===== config.mk =====
export PLATFORM = sky130hd
export DESIGN_NAME = vectored_irq_controller_flat
export DESIGN_NICKNAME = d
export VERILOG_FILES = /design/src/rtl/vectored_irq_controller_if.sv /design/src/rtl/vectored_irq_controller.sv /design/src/flat_wrapper.sv
export SDC_FILE = /design/constraint.sdc
export NUM_CORES = 1
export LEC_CHECK = 0
export CAP_MARGIN = 20
export CORE_ASPECT_RATIO = 0.9
export CORE_UTILIZATION = 53
export CTS_CLUSTER_DIAMETER = 30
export DETAILED_ROUTE_END_ITERATION = 12
export MAX_ROUTING_LAYER = met4
export PLACE_DENSITY_LB_ADDON = 0.15
export SYNTH_ARGS = -nofsm -noshare
export SYNTH_HDL_FRONTEND = slang
export SYNTH_SLANG_ARGS = --single-unit

===== constraint.sdc =====
create_clock -name clk -period 3.1 [get_ports clk]
set_clock_uncertainty 0.2 [all_clocks]
set_input_delay 0.62 -clock clk [delete_from_list [all_inputs] [get_ports clk]]
set_output_delay 0.62 -clock clk [all_outputs]
set_load 0.02 [all_outputs]

===== src/rtl/vectored_irq_controller_if.sv =====
// Data-bus and interrupt-handshake bundle between the core and the vectored IRQ controller.
interface vectored_irq_controller_if #(
    parameter int unsigned ID_W = 3
);
    logic [31:0]     bus_addr;
    logic [31:0]     bus_wdata;
    logic [1:0]      bus_mode;
    logic [31:0]     bus_rdata;
    logic            bus_sel;
    logic            irq_req;
    logic [ID_W-1:0] irq_id;
    logic [31:0]     irq_target;
    logic            irq_ack;
    logic            irq_eoi;
    logic            in_isr;

    modport master (
        output bus_addr, bus_wdata, bus_mode, irq_ack, irq_eoi,
        input  bus_rdata, bus_sel, irq_req, irq_id, irq_target, in_isr
    );

    modport slave (
        input  bus_addr, bus_wdata, bus_mode, irq_ack, irq_eoi,
        output bus_rdata, bus_sel, irq_req, irq_id, irq_target, in_isr
    );
endinterface


===== src/rtl/vectored_irq_controller.sv =====
// Vectored interrupt controller: latched per-source pending bits, memory-mapped
// mask/mode/vector registers, fixed priority and a request/ack/eoi handshake.
module vectored_irq_controller #(
    parameter int unsigned NUM_IRQ   = 5,
    parameter logic [31:0] BASE_ADDR = 32'h0000_F000,
    parameter int unsigned ID_W      = 3
) (
    input  logic                clk,
    input  logic                reset,
    input  logic [NUM_IRQ-1:0]  irq_sources,
    vectored_irq_controller_if.slave bus
);

    localparam int unsigned WIDX_W = 6;
    localparam logic [WIDX_W-1:0] IDX_MASK   = WIDX_W'(0);
    localparam logic [WIDX_W-1:0] IDX_MODE   = WIDX_W'(1);
    localparam logic [WIDX_W-1:0] IDX_PEND   = WIDX_W'(2);
    localparam logic [WIDX_W-1:0] IDX_STATUS = WIDX_W'(3);
    localparam int unsigned       IDX_VEC0   = 4;

    typedef enum logic [1:0] {
        ST_IDLE = 2'd0,
        ST_REQ  = 2'd1,
        ST_SVC  = 2'd2
    } state_e;

    state_e             state_q, state_d;
    logic [NUM_IRQ-1:0] mask_q, mode_q, pend_q, pend_d, prev_q;
    logic [31:0]        vec_q [NUM_IRQ];
    logic               req_q, req_d, isr_q, isr_d;
    logic [ID_W-1:0]    id_q, id_d;
    logic [31:0]        target_q, target_d;

    logic               sel_c, wr_c, rd_c, any_c;
    logic [WIDX_W-1:0]  widx_c;
    logic [NUM_IRQ-1:0] w1c_c, ack_clr_c, active_c;
    logic [ID_W-1:0]    win_c;
    logic [31:0]        win_vec_c, rdata_c;

    // Address decode: 256-byte window, word-aligned accesses only
    assign sel_c  = (bus.bus_addr[31:8] == BASE_ADDR[31:8]);
    assign widx_c = bus.bus_addr[7:2];
    assign wr_c   = sel_c && (bus.bus_addr[1:0] == 2'b00) && (bus.bus_mode == 2'b10);
    assign rd_c   = sel_c && (bus.bus_addr[1:0] == 2'b00) && (bus.bus_mode == 2'b01);

    assign active_c = pend_q & mask_q;
    assign any_c    = |active_c;

    // Edge bits: set beats clear; level bits simply mirror the inverted line
    always_comb begin
        w1c_c     = (wr_c && widx_c == IDX_PEND) ? bus.bus_wdata[NUM_IRQ-1:0] : '0;
        ack_clr_c = '0;
        pend_d    = '0;
        for (int i = 0; i < NUM_IRQ; i++) begin
            ack_clr_c[i] = (state_q == ST_REQ) && bus.irq_ack && (id_q == ID_W'(i));
            if (mode_q[i]) begin
                pend_d[i] = (prev_q[i] & ~irq_sources[i]) |
                            (pend_q[i] & ~(w1c_c[i] | ack_clr_c[i]));
            end else begin
                pend_d[i] = ~irq_sources[i];
            end
        end
    end

    // Lowest enabled pending index wins
    always_comb begin
        win_c     = '0;
        win_vec_c = '0;
        for (int i = int'(NUM_IRQ) - 1; i >= 0; i--) begin
            if (active_c[i]) begin
                win_c     = ID_W'(i);
                win_vec_c = vec_q[i];
            end
        end
    end

    always_ff @(posedge clk or negedge reset) begin
        if (!reset) begin
            state_q <= ST_IDLE;
        end else begin
            state_q <= state_d;
        end
    end

    always_comb begin
        state_d = state_q;
        case (state_q)
            ST_IDLE: if (any_c)       state_d = ST_REQ;
            ST_REQ:  if (bus.irq_ack) state_d = ST_SVC;
            ST_SVC:  if (bus.irq_eoi) state_d = ST_IDLE;
            default:                  state_d = ST_IDLE;
        endcase
    end

    // The request id/vector is committed on leaving IDLE and held until the next one
    always_comb begin
        req_d    = (state_d == ST_REQ);
        isr_d    = (state_d == ST_SVC);
        id_d     = id_q;
        target_d = target_q;
        if (state_q == ST_IDLE && any_c) begin
            id_d     = win_c;
            target_d = win_vec_c;
        end
    end

    always_ff @(posedge clk or negedge reset) begin
        if (!reset) begin
            req_q    <= 1'b0;
            isr_q    <= 1'b0;
            id_q     <= '0;
            target_q <= '0;
            pend_q   <= '0;
            prev_q   <= '1;
        end else begin
            req_q    <= req_d;
            isr_q    <= isr_d;
            id_q     <= id_d;
            target_q <= target_d;
            pend_q   <= pend_d;
            prev_q   <= irq_sources;
        end
    end

    always_ff @(posedge clk or negedge reset) begin
        if (!reset) begin
            mask_q <= '0;
            mode_q <= '0;
            for (int i = 0; i < NUM_IRQ; i++) vec_q[i] <= '0;
        end else if (wr_c) begin
            if (widx_c == IDX_MASK) mask_q <= bus.bus_wdata[NUM_IRQ-1:0];
            if (widx_c == IDX_MODE) mode_q <= bus.bus_wdata[NUM_IRQ-1:0];
            for (int i = 0; i < NUM_IRQ; i++) begin
                if (widx_c == WIDX_W'(IDX_VEC0 + i)) vec_q[i] <= bus.bus_wdata & ~32'h3;
            end
        end
    end

    always_comb begin
        rdata_c = '0;
        if (rd_c) begin
            case (widx_c)
                IDX_MASK:   rdata_c = 32'(mask_q);
                IDX_MODE:   rdata_c = 32'(mode_q);
                IDX_PEND:   rdata_c = 32'(pend_q);
                IDX_STATUS: rdata_c = {16'h0, 8'(id_q), 6'h0, isr_q, req_q};
                default: begin
                    for (int i = 0; i < NUM_IRQ; i++) begin
                        if (widx_c == WIDX_W'(IDX_VEC0 + i)) rdata_c = vec_q[i];
                    end
                end
            endcase
        end
    end

    assign bus.bus_rdata  = rdata_c;
    assign bus.bus_sel    = sel_c;
    assign bus.irq_req    = req_q;
    assign bus.irq_id     = id_q;
    assign bus.irq_target = target_q;
    assign bus.in_isr     = isr_q;

endmodule


===== src/flat_wrapper.sv =====
// flat-port wrapper written by rule: the top's interface ports become plain ports
module vectored_irq_controller_flat 
#(
    parameter int unsigned NUM_IRQ   = 5,
    parameter logic [31:0] BASE_ADDR = 32'h0000_F000,
    parameter int unsigned ID_W      = 3
)
  (clk, reset, irq_sources, bus_bus_addr, bus_bus_wdata, bus_bus_mode, bus_irq_ack, bus_irq_eoi, bus_bus_rdata, bus_bus_sel, bus_irq_req, bus_irq_id, bus_irq_target, bus_in_isr);
  vectored_irq_controller_if #(.ID_W(ID_W)) bus_i ();
  input  logic clk;
  input  logic reset;
  input  logic [NUM_IRQ-1:0] irq_sources;
  input wire logic [$bits(bus_i.bus_addr)-1:0] bus_bus_addr;
  input wire logic [$bits(bus_i.bus_wdata)-1:0] bus_bus_wdata;
  input wire logic [$bits(bus_i.bus_mode)-1:0] bus_bus_mode;
  input wire logic [$bits(bus_i.irq_ack)-1:0] bus_irq_ack;
  input wire logic [$bits(bus_i.irq_eoi)-1:0] bus_irq_eoi;
  output wire logic [$bits(bus_i.bus_rdata)-1:0] bus_bus_rdata;
  output wire logic [$bits(bus_i.bus_sel)-1:0] bus_bus_sel;
  output wire logic [$bits(bus_i.irq_req)-1:0] bus_irq_req;
  output wire logic [$bits(bus_i.irq_id)-1:0] bus_irq_id;
  output wire logic [$bits(bus_i.irq_target)-1:0] bus_irq_target;
  output wire logic [$bits(bus_i.in_isr)-1:0] bus_in_isr;
  assign bus_i.bus_addr = bus_bus_addr;
  assign bus_i.bus_wdata = bus_bus_wdata;
  assign bus_i.bus_mode = bus_bus_mode;
  assign bus_i.irq_ack = bus_irq_ack;
  assign bus_i.irq_eoi = bus_irq_eoi;
  assign bus_bus_rdata = bus_i.bus_rdata;
  assign bus_bus_sel = bus_i.bus_sel;
  assign bus_irq_req = bus_i.irq_req;
  assign bus_irq_id = bus_i.irq_id;
  assign bus_irq_target = bus_i.irq_target;
  assign bus_in_isr = bus_i.in_isr;
  vectored_irq_controller #(.NUM_IRQ(NUM_IRQ), .BASE_ADDR(BASE_ADDR), .ID_W(ID_W)) u_core (.clk(clk), .reset(reset), .irq_sources(irq_sources), .bus(bus_i));
endmodule

==> flow_summary.toml, run 1 <==
[outcome]
outcome = "complete, but fails checks"
violations = "design-rule violations, negative setup slack"

[final_layout]
area_delta_synth_final_pct = 35.7
antenna_cells = 0
final_core_util = 0.736
drive_gt1_frac = 0.374
nets = 1217

[sta]
drv_slew = 0
relSlewSlack = 0.514
grt_setup_unrepaired = "true"
post-route-min-period_ps = 3380
setup_violations = 24
hold_viol = 0
setup_slack_ps = -280
finalCritPeriodShare = 1.09
max_freq_mhz = 296
worstMarginPinSlew_ps = 729

[floorplanning]
dieArea_um2 = 21000
coreArea_um2 = 20000
io_pins = 145
initial_core_util = 0.542
die_h_um = 138
die_w_um = 153
std_cell_rows = 49

[synth]
synth_mux_area_frac = 0.205
synthXorXnorAreaFrac = 0
synth-simple-area-share = 0.105
ys_warn_count = 0
synth-async-reset-ratio = 1.00
synth_seq_area_share = 0.478
avgSynthCellArea_um2 = 11.4
ys.flop_type = "dfrtp_1"
synth_compound_area_frac = 0.166
ys_types = 60
synth_seq_cells = 207
synthAdderAreaFrac = 0
synth_area_um2 = 10800
synth_cells = 952
synth_top_family_by_area = "multiplexers"
synth_enable_flop_cells = 0

[routing]
drc = 1
via_per_inst = 6.47
wl_per_cell_um = 23.9
wirelength_um = 34300
vias = 9278
ant_nets = 0
first_pass_iters = 11
dr.first_iter.drc_count = 809

[clocking]
cts-root-buf = "clkbuf_16"
clock_path_buffers = 3
clk_pin_slew_ps = 50
htreeDepth = 2
cts_buffers = 45
cts_tree = "done"
clock_latency_ps = 530
clock_sinks = 207

[global_route]
grt_pass1_wl_um = 53400
grt_overflow = 0
grt_max_degree = 91
grt_pass1_vias = 9473
grtUsageTotal = 0.343
antenna_found_initial = 1

[pwr]
clkPwrFrac = 0.612
irDropWorstVdd_uv = 437
finalPower_mw = 7.93
p_int_mw = 6.16
combPwrFrac = 0.043
p_leak_nw = 6.77
netSwitchingPower_mw = 1.76
switching_share = 0.222
power_density_nw_per_um2 = 539
pwr-share-seq = 0.345

[worst_setup_path]
worstPathMaxFanout = 7
worst-endpoint-arrival_ps = 2560
end_kind = "output port"
crit_chain = "buf_6 -> or4b_4 -> or4_4 -> buf_12 -> buf_12 -> a211oi_4 -> buf_6"
cp-start-kind = "input pin"
cp_data_required_time_ps = 2280
critical_path.slowest_cell = "or4_4"
critical_path_class = "in2out"
r2r_setup_slack_ps = 600
cpPeakStageDelay_ps = 600

[place]
place_hpwl_um = 21000
gp_congestion = 0.878
portBuffers = 142

[hold_path]
hold_class = "reg2reg"

[job]
max-cap-violations = 0
==> metrics by stage <==
stage	std cells	setup slack, ps	hold WS (ps)	cell area, µm²	TNS (ps)
after floorplan	953	-9.24	124	10900	-27.7
after global placement	1341	-952	289	13000	-33430
after detailed placement	1341	-1010	303	13000	-33580
after CTS	1431	-214	313	14700	-3330
after global routing	1433	-315	332	14700	-5950
final	1433	-280	319	14700	-5190
==> logic make-up (layout without fill, tap and decap cells) <==
family                 Yosys count  in the layout
AO/OA/AOI/OAI                  236            236
flip-flops                     207            207
AND/OR/NAND/NOR                203            203
multiplexers                   194            194
buffers and inverters          111            336
other                            1              2
==> cells in the final DEF (no fill, tap or decap), types with 26 or more instances in the layout <==
cell	synthesis	final
a21oi_1	66	65
a22oi_1	27	26
and3_1	29	29
buf_4	14	82
clkbuf_16	0	46
clkdlybuf4s50_1	0	75
dfrtp_1	202	202
inv_1	26	26
mux2_2	150	150
mux2i_1	28	28
nand3_1	40	40
nor2_1	58	57
==> timing repair <==
| action | CTS | global route |
|---|---|---|
| buffers inserted | 4 | 4 |
| endpoints found under the setup margin | 33 | 28 |
| hold buffers | 1 | 0 |
| gates cloned | 2 | 0 |
| resized for setup | 273 | 11 |
| hold endpoints to repair | 54 | 0 |
| pin swaps | 16 | 9 |
==> power groups by stage <==
stage | Sequential (mW) | Clock, mW | Combinational, mW
2_1_floorplan | 2.77 | 0 | 0.0792
3_3_place_gp | 2.77 | 0 | 0.332
3_5_place_dp | 2.77 | 0 | 0.333
4_1_cts | 2.73 | 4.89 | 0.336
5_1_grt | 2.73 | 5.03 | 0.362
6_report | 2.73 | 4.85 | 0.339
==> synthesized netlist by cell type (all sizes together) (2+ instances only) <==
| master | n | area [µm²] |
|---|---|---|
| dfrtp | 202 | 5050 |
| mux2 | 160 | 1800 |
| a21oi | 66 | 330 |
| nor2 | 58 | 218 |
| clkbuf | 50 | 188 |
| nand3 | 41 | 210 |
| buf | 35 | 216 |
| and3 | 29 | 181 |
| mux2i | 28 | 280 |
| a22oi | 27 | 203 |
| a211oi | 26 | 295 |
| inv | 26 | 97.6 |
| o311ai | 25 | 219 |
| o2bb2ai | 24 | 210 |
| o221ai | 23 | 201 |
| nand2 | 22 | 82.6 |
| o21ai | 10 | 50.1 |
| nor3 | 9 | 70.1 |
| nor2b | 7 | 43.8 |
| nor4 | 7 | 43.8 |
| mux4 | 6 | 135 |
| a21boi | 5 | 37.5 |
| a221o | 5 | 50.1 |
| a31o | 5 | 43.8 |
| and2 | 5 | 31.3 |
| dfstp | 5 | 131 |
| a31oi | 4 | 25.0 |
| nand4 | 4 | 25.0 |
| nor3b | 4 | 30.0 |
| nor4b | 4 | 86.3 |
| a221oi | 3 | 26.3 |
| nand3b | 3 | 22.5 |
| nand2b | 2 | 12.5 |
| o22a | 2 | 17.5 |
| o22ai | 2 | 12.5 |
| or4 | 2 | 15.0 |
| or4b | 2 | 20.0 |
==> per-layer routing <==
metal | part of all wire | global-route usage | up-vias
li1 | - | - | 4005
met1 | 0.41 | 0.428 | 4645
met2 | 0.48 | 0.540 | 516
met3 | 0.083 | 0.0733 | 112
met4 | 0.032 | 0.159 | 0
met5 | 0 | - | -
==> critical path: cells and delay by family <==
family | cells | cell delay [ps]
buf+inv | 4 | 540
compound gates | 1 | 230
simple gates | 2 | 1160
==> sequential cells by signal, indices dropped and copies added, names as in the netlist, 2 cells and up <==
| signal | flops |
|---|---|
| u_core.bus.irq_id | 3 |
| u_core.bus.irq_target | 30 |
| u_core.mask_q | 5 |
| u_core.mode_q | 5 |
| u_core.pend_q | 5 |
| u_core.prev_q | 5 |
| u_core.state_q | 2 |
| u_core.vec_q | 150 |
==> cell type report <==
cell class / count / area (µm²)
tap: 255 / 319
multi-input combinational: 635 / 5350
clock inverter: 27 / 309
inverter: 26 / 97.6
sequential: 207 / 5190
timing repair buffer: 227 / 2190
clock buffer: 56 / 1260
fill: 1414 / 5280
==> path summary, 6_finish.rpt <==
path,endpoint,cells past startpoint,startpoint
max,bus_bus_rdata[19],7,bus_bus_mode[1]
min reg2reg,u_core.vec_q[5],1,u_core.vec_q[5]
max in group asynchronous,u_core.vec_q[81],3,reset
min in group asynchronous,u_core.mask_q[4],2,reset
max reg2reg,u_core.bus.irq_target[23],5,u_core.pend_q[0]
min,u_core.vec_q[5],1,u_core.vec_q[5]
Power figures use the tool's default switching activity.
==> run 2: changes to the inputs <==
--- a/config.mk
+++ b/config.mk
@@ -7,11 +7,14 @@
 export LEC_CHECK = 0
 export CAP_MARGIN = 20
 export CORE_ASPECT_RATIO = 0.9
+export CORE_MARGIN = 3
 export CORE_UTILIZATION = 53
+export CTS_BUF_LIST = sky130_fd_sc_hd__clkbuf_16
 export CTS_CLUSTER_DIAMETER = 30
 export DETAILED_ROUTE_END_ITERATION = 12
 export MAX_ROUTING_LAYER = met4
 export PLACE_DENSITY_LB_ADDON = 0.15
+export SLEW_MARGIN = 10
 export SYNTH_ARGS = -nofsm -noshare
 export SYNTH_HDL_FRONTEND = slang
 export SYNTH_SLANG_ARGS = --single-unit
==> run 2 against run 1 <==
  * The flow finishes with violations (negative setup slack)
  * Routed wire length rose by 0.46%
  * Register-to-register slack barely moved
  * Die area is 5.6% higher
  * Hold slack worse by 14 ps
  * Setup slack improved by 190 ps
  * First-iteration DRC count grew 10%
  * Power is 9.8% lower
  * Fmax up 6.1%
==> flow_summary.toml, run 2 (synthesized netlist as in run 1, its figures left out) <==
[outcome]
outcome = "complete, but fails checks"
violations = "negative setup slack"

[global_route]
antenna_found_initial = 1
grt_pass1_wl_um = 53600
grt_overflow = 0
grt_max_degree = 95
grt_pass1_vias = 9690
grtUsageTotal = 0.317

[clocking]
clock_path_buffers = 3
cts_tree = "done"
clk_pin_slew_ps = 40
cts-root-buf = "clkbuf_16"
clock_latency_ps = 510
clock_sinks = 207
cts_buffers = 40
htreeDepth = 2

[worst_setup_path]
r2r_setup_slack_ps = 610
worstPathMaxFanout = 5
end_kind = "output port"
critPathLaunch = "bus_bus_addr[0]"
worst-endpoint-arrival_ps = 2370
cp_data_required_time_ps = 2280
critical_path_class = "in2out"
timing.rr.start = "u_core.mask_q[2]"
cp-start-kind = "input pin"

[floorplanning]
coreArea_um2 = 19600
std_cell_rows = 48
die_w_um = 157
initial_core_util = 0.552
dieArea_um2 = 22200
die_h_um = 142
io_pins = 145

[sta]
setup_violations = 7
setup_tns_ps = -322
grt_setup_unrepaired = "true"
setup_slack_ps = -87.1
drv_slew = 0
relSlewSlack = 0.456
post-route-min-period_ps = 3190
hold_viol = 0
worstMarginPinSlew_ps = 816
finalCritPeriodShare = 1.03
max_freq_mhz = 314

[routing]
wl_per_cell_um = 24.0
dr.first_iter.drc_count = 891
ant_nets = 0
drc = 0
via_per_inst = 6.50
first_pass_iters = 7
vias = 9326
wirelength_um = 34400

[final_layout]
nets = 1231
top_register = "u_core.vec_q"
drive_gt1_frac = 0.379
largest_reg_flops = 150
area_delta_synth_final_pct = 34.6
final_cell_area_um2 = 14600
final_common_cell = "dfrtp_1"
final_cell_mix = "dfrtp_1, mux2_2, buf_4, clkdlybuf4s50_1, a21oi_1"
final_core_util = 0.743

[place]
dp_worst_setup_slack_ps = -936
place_hpwl_um = 21100
postPlaceCellArea_um2 = 13100
portBuffers = 142
gp_congestion = 0.893

[pwr]
p_leak_nw = 6.76
irDropWorstVdd_uv = 343
power_density_nw_per_um2 = 490

[hold_path]
min_from = "u_core.bus.irq_target[3]"
hold_class = "reg2reg"

[job]
max-cap-violations = 0
run 2: power by group:
part           leakage (nW)  internal (mW)  switching (mW)  total (mW)
clock network         0.638           2.70            1.37        4.07
logic                  3.25          0.149           0.198       0.348
registers              2.86           2.72          0.0101        2.73
run 2: final timing paths:
check                           cells past startpoint                        to
worst max-delay path                                7         bus_bus_rdata[12]
worst min-delay path                                1  u_core.bus.irq_target[3]
worst max register to register                      6  u_core.bus.irq_target[5]
worst min register to register                      1  u_core.bus.irq_target[3]
max in group asynchronous                           3          u_core.vec_q[53]
min in group asynchronous                           2         u_core.vec_q[137]
run 2: area by class of cell:
class,count,area [µm²]
Clock buffer,41,1030
Multi-Input combinational cell,635,5400
Tap cell,250,313
Sequential cell,207,5190
Timing Repair Buffer,246,2320
Fill cell,1387,5050
Inverter,26,97.6
Antenna cell,1,2.50
Clock inverter,29,240
run 2: per-layer routing:
| metal | vias to the layer above | part of all wire | wire [µm] | track usage |
|---|---|---|---|---|
| met5 | - | 0 | 0 | - |
| met3 | 94 | 0.087 | 3000 | 0.0708 |
| met2 | 536 | 0.47 | 16300 | 0.481 |
| met4 | 0 | 0.030 | 1030 | 0.125 |
| met1 | 4660 | 0.41 | 14100 | 0.418 |
| li1 | 4036 | - | - | - |
run 2: critical path, cell delays in order:
cell and delay, ps:
buf_6 90, or4b_4 540, or4_4 470, buf_8 160, buf_12 130, a211oi_2 180
buf_4 170
run 2: per-stage QoR:
stage	hold WS, ps	instances	power (mW)
6_report	305	1435	7.15
5_1_grt	335	1435	7.34
4_1_cts	308	1430	7.18
3_5_place_dp	305	1349	3.11
3_3_place_gp	292	1349	3.11
2_1_floorplan	124	953	2.85
run 2: what timing repair did:
| action | 4_1_cts | 5_1_grt |
|---|---|---|
| gates resized for setup | 248 | 53 |
| pin swaps | 23 | 22 |
| hold endpoints to repair | 45 | 0 |
| endpoints found under the setup margin | 33 | 32 |
| cloned | 3 | 0 |
| hold buffers | 1 | 0 |
| setup buffers | 8 | 8 |
==> run 3: changes to the inputs <==
--- a/config.mk
+++ b/config.mk
@@ -12,6 +12,7 @@
 export CTS_BUF_LIST = sky130_fd_sc_hd__clkbuf_16
 export CTS_CLUSTER_DIAMETER = 30
 export DETAILED_ROUTE_END_ITERATION = 12
+export GPL_ROUTABILITY_DRIVEN = 1
 export MAX_ROUTING_LAYER = met4
 export PLACE_DENSITY_LB_ADDON = 0.15
 export SLEW_MARGIN = 10
==> results of run 3 <==
No change in the layout: final DEF, timing and power equal those of run 2.
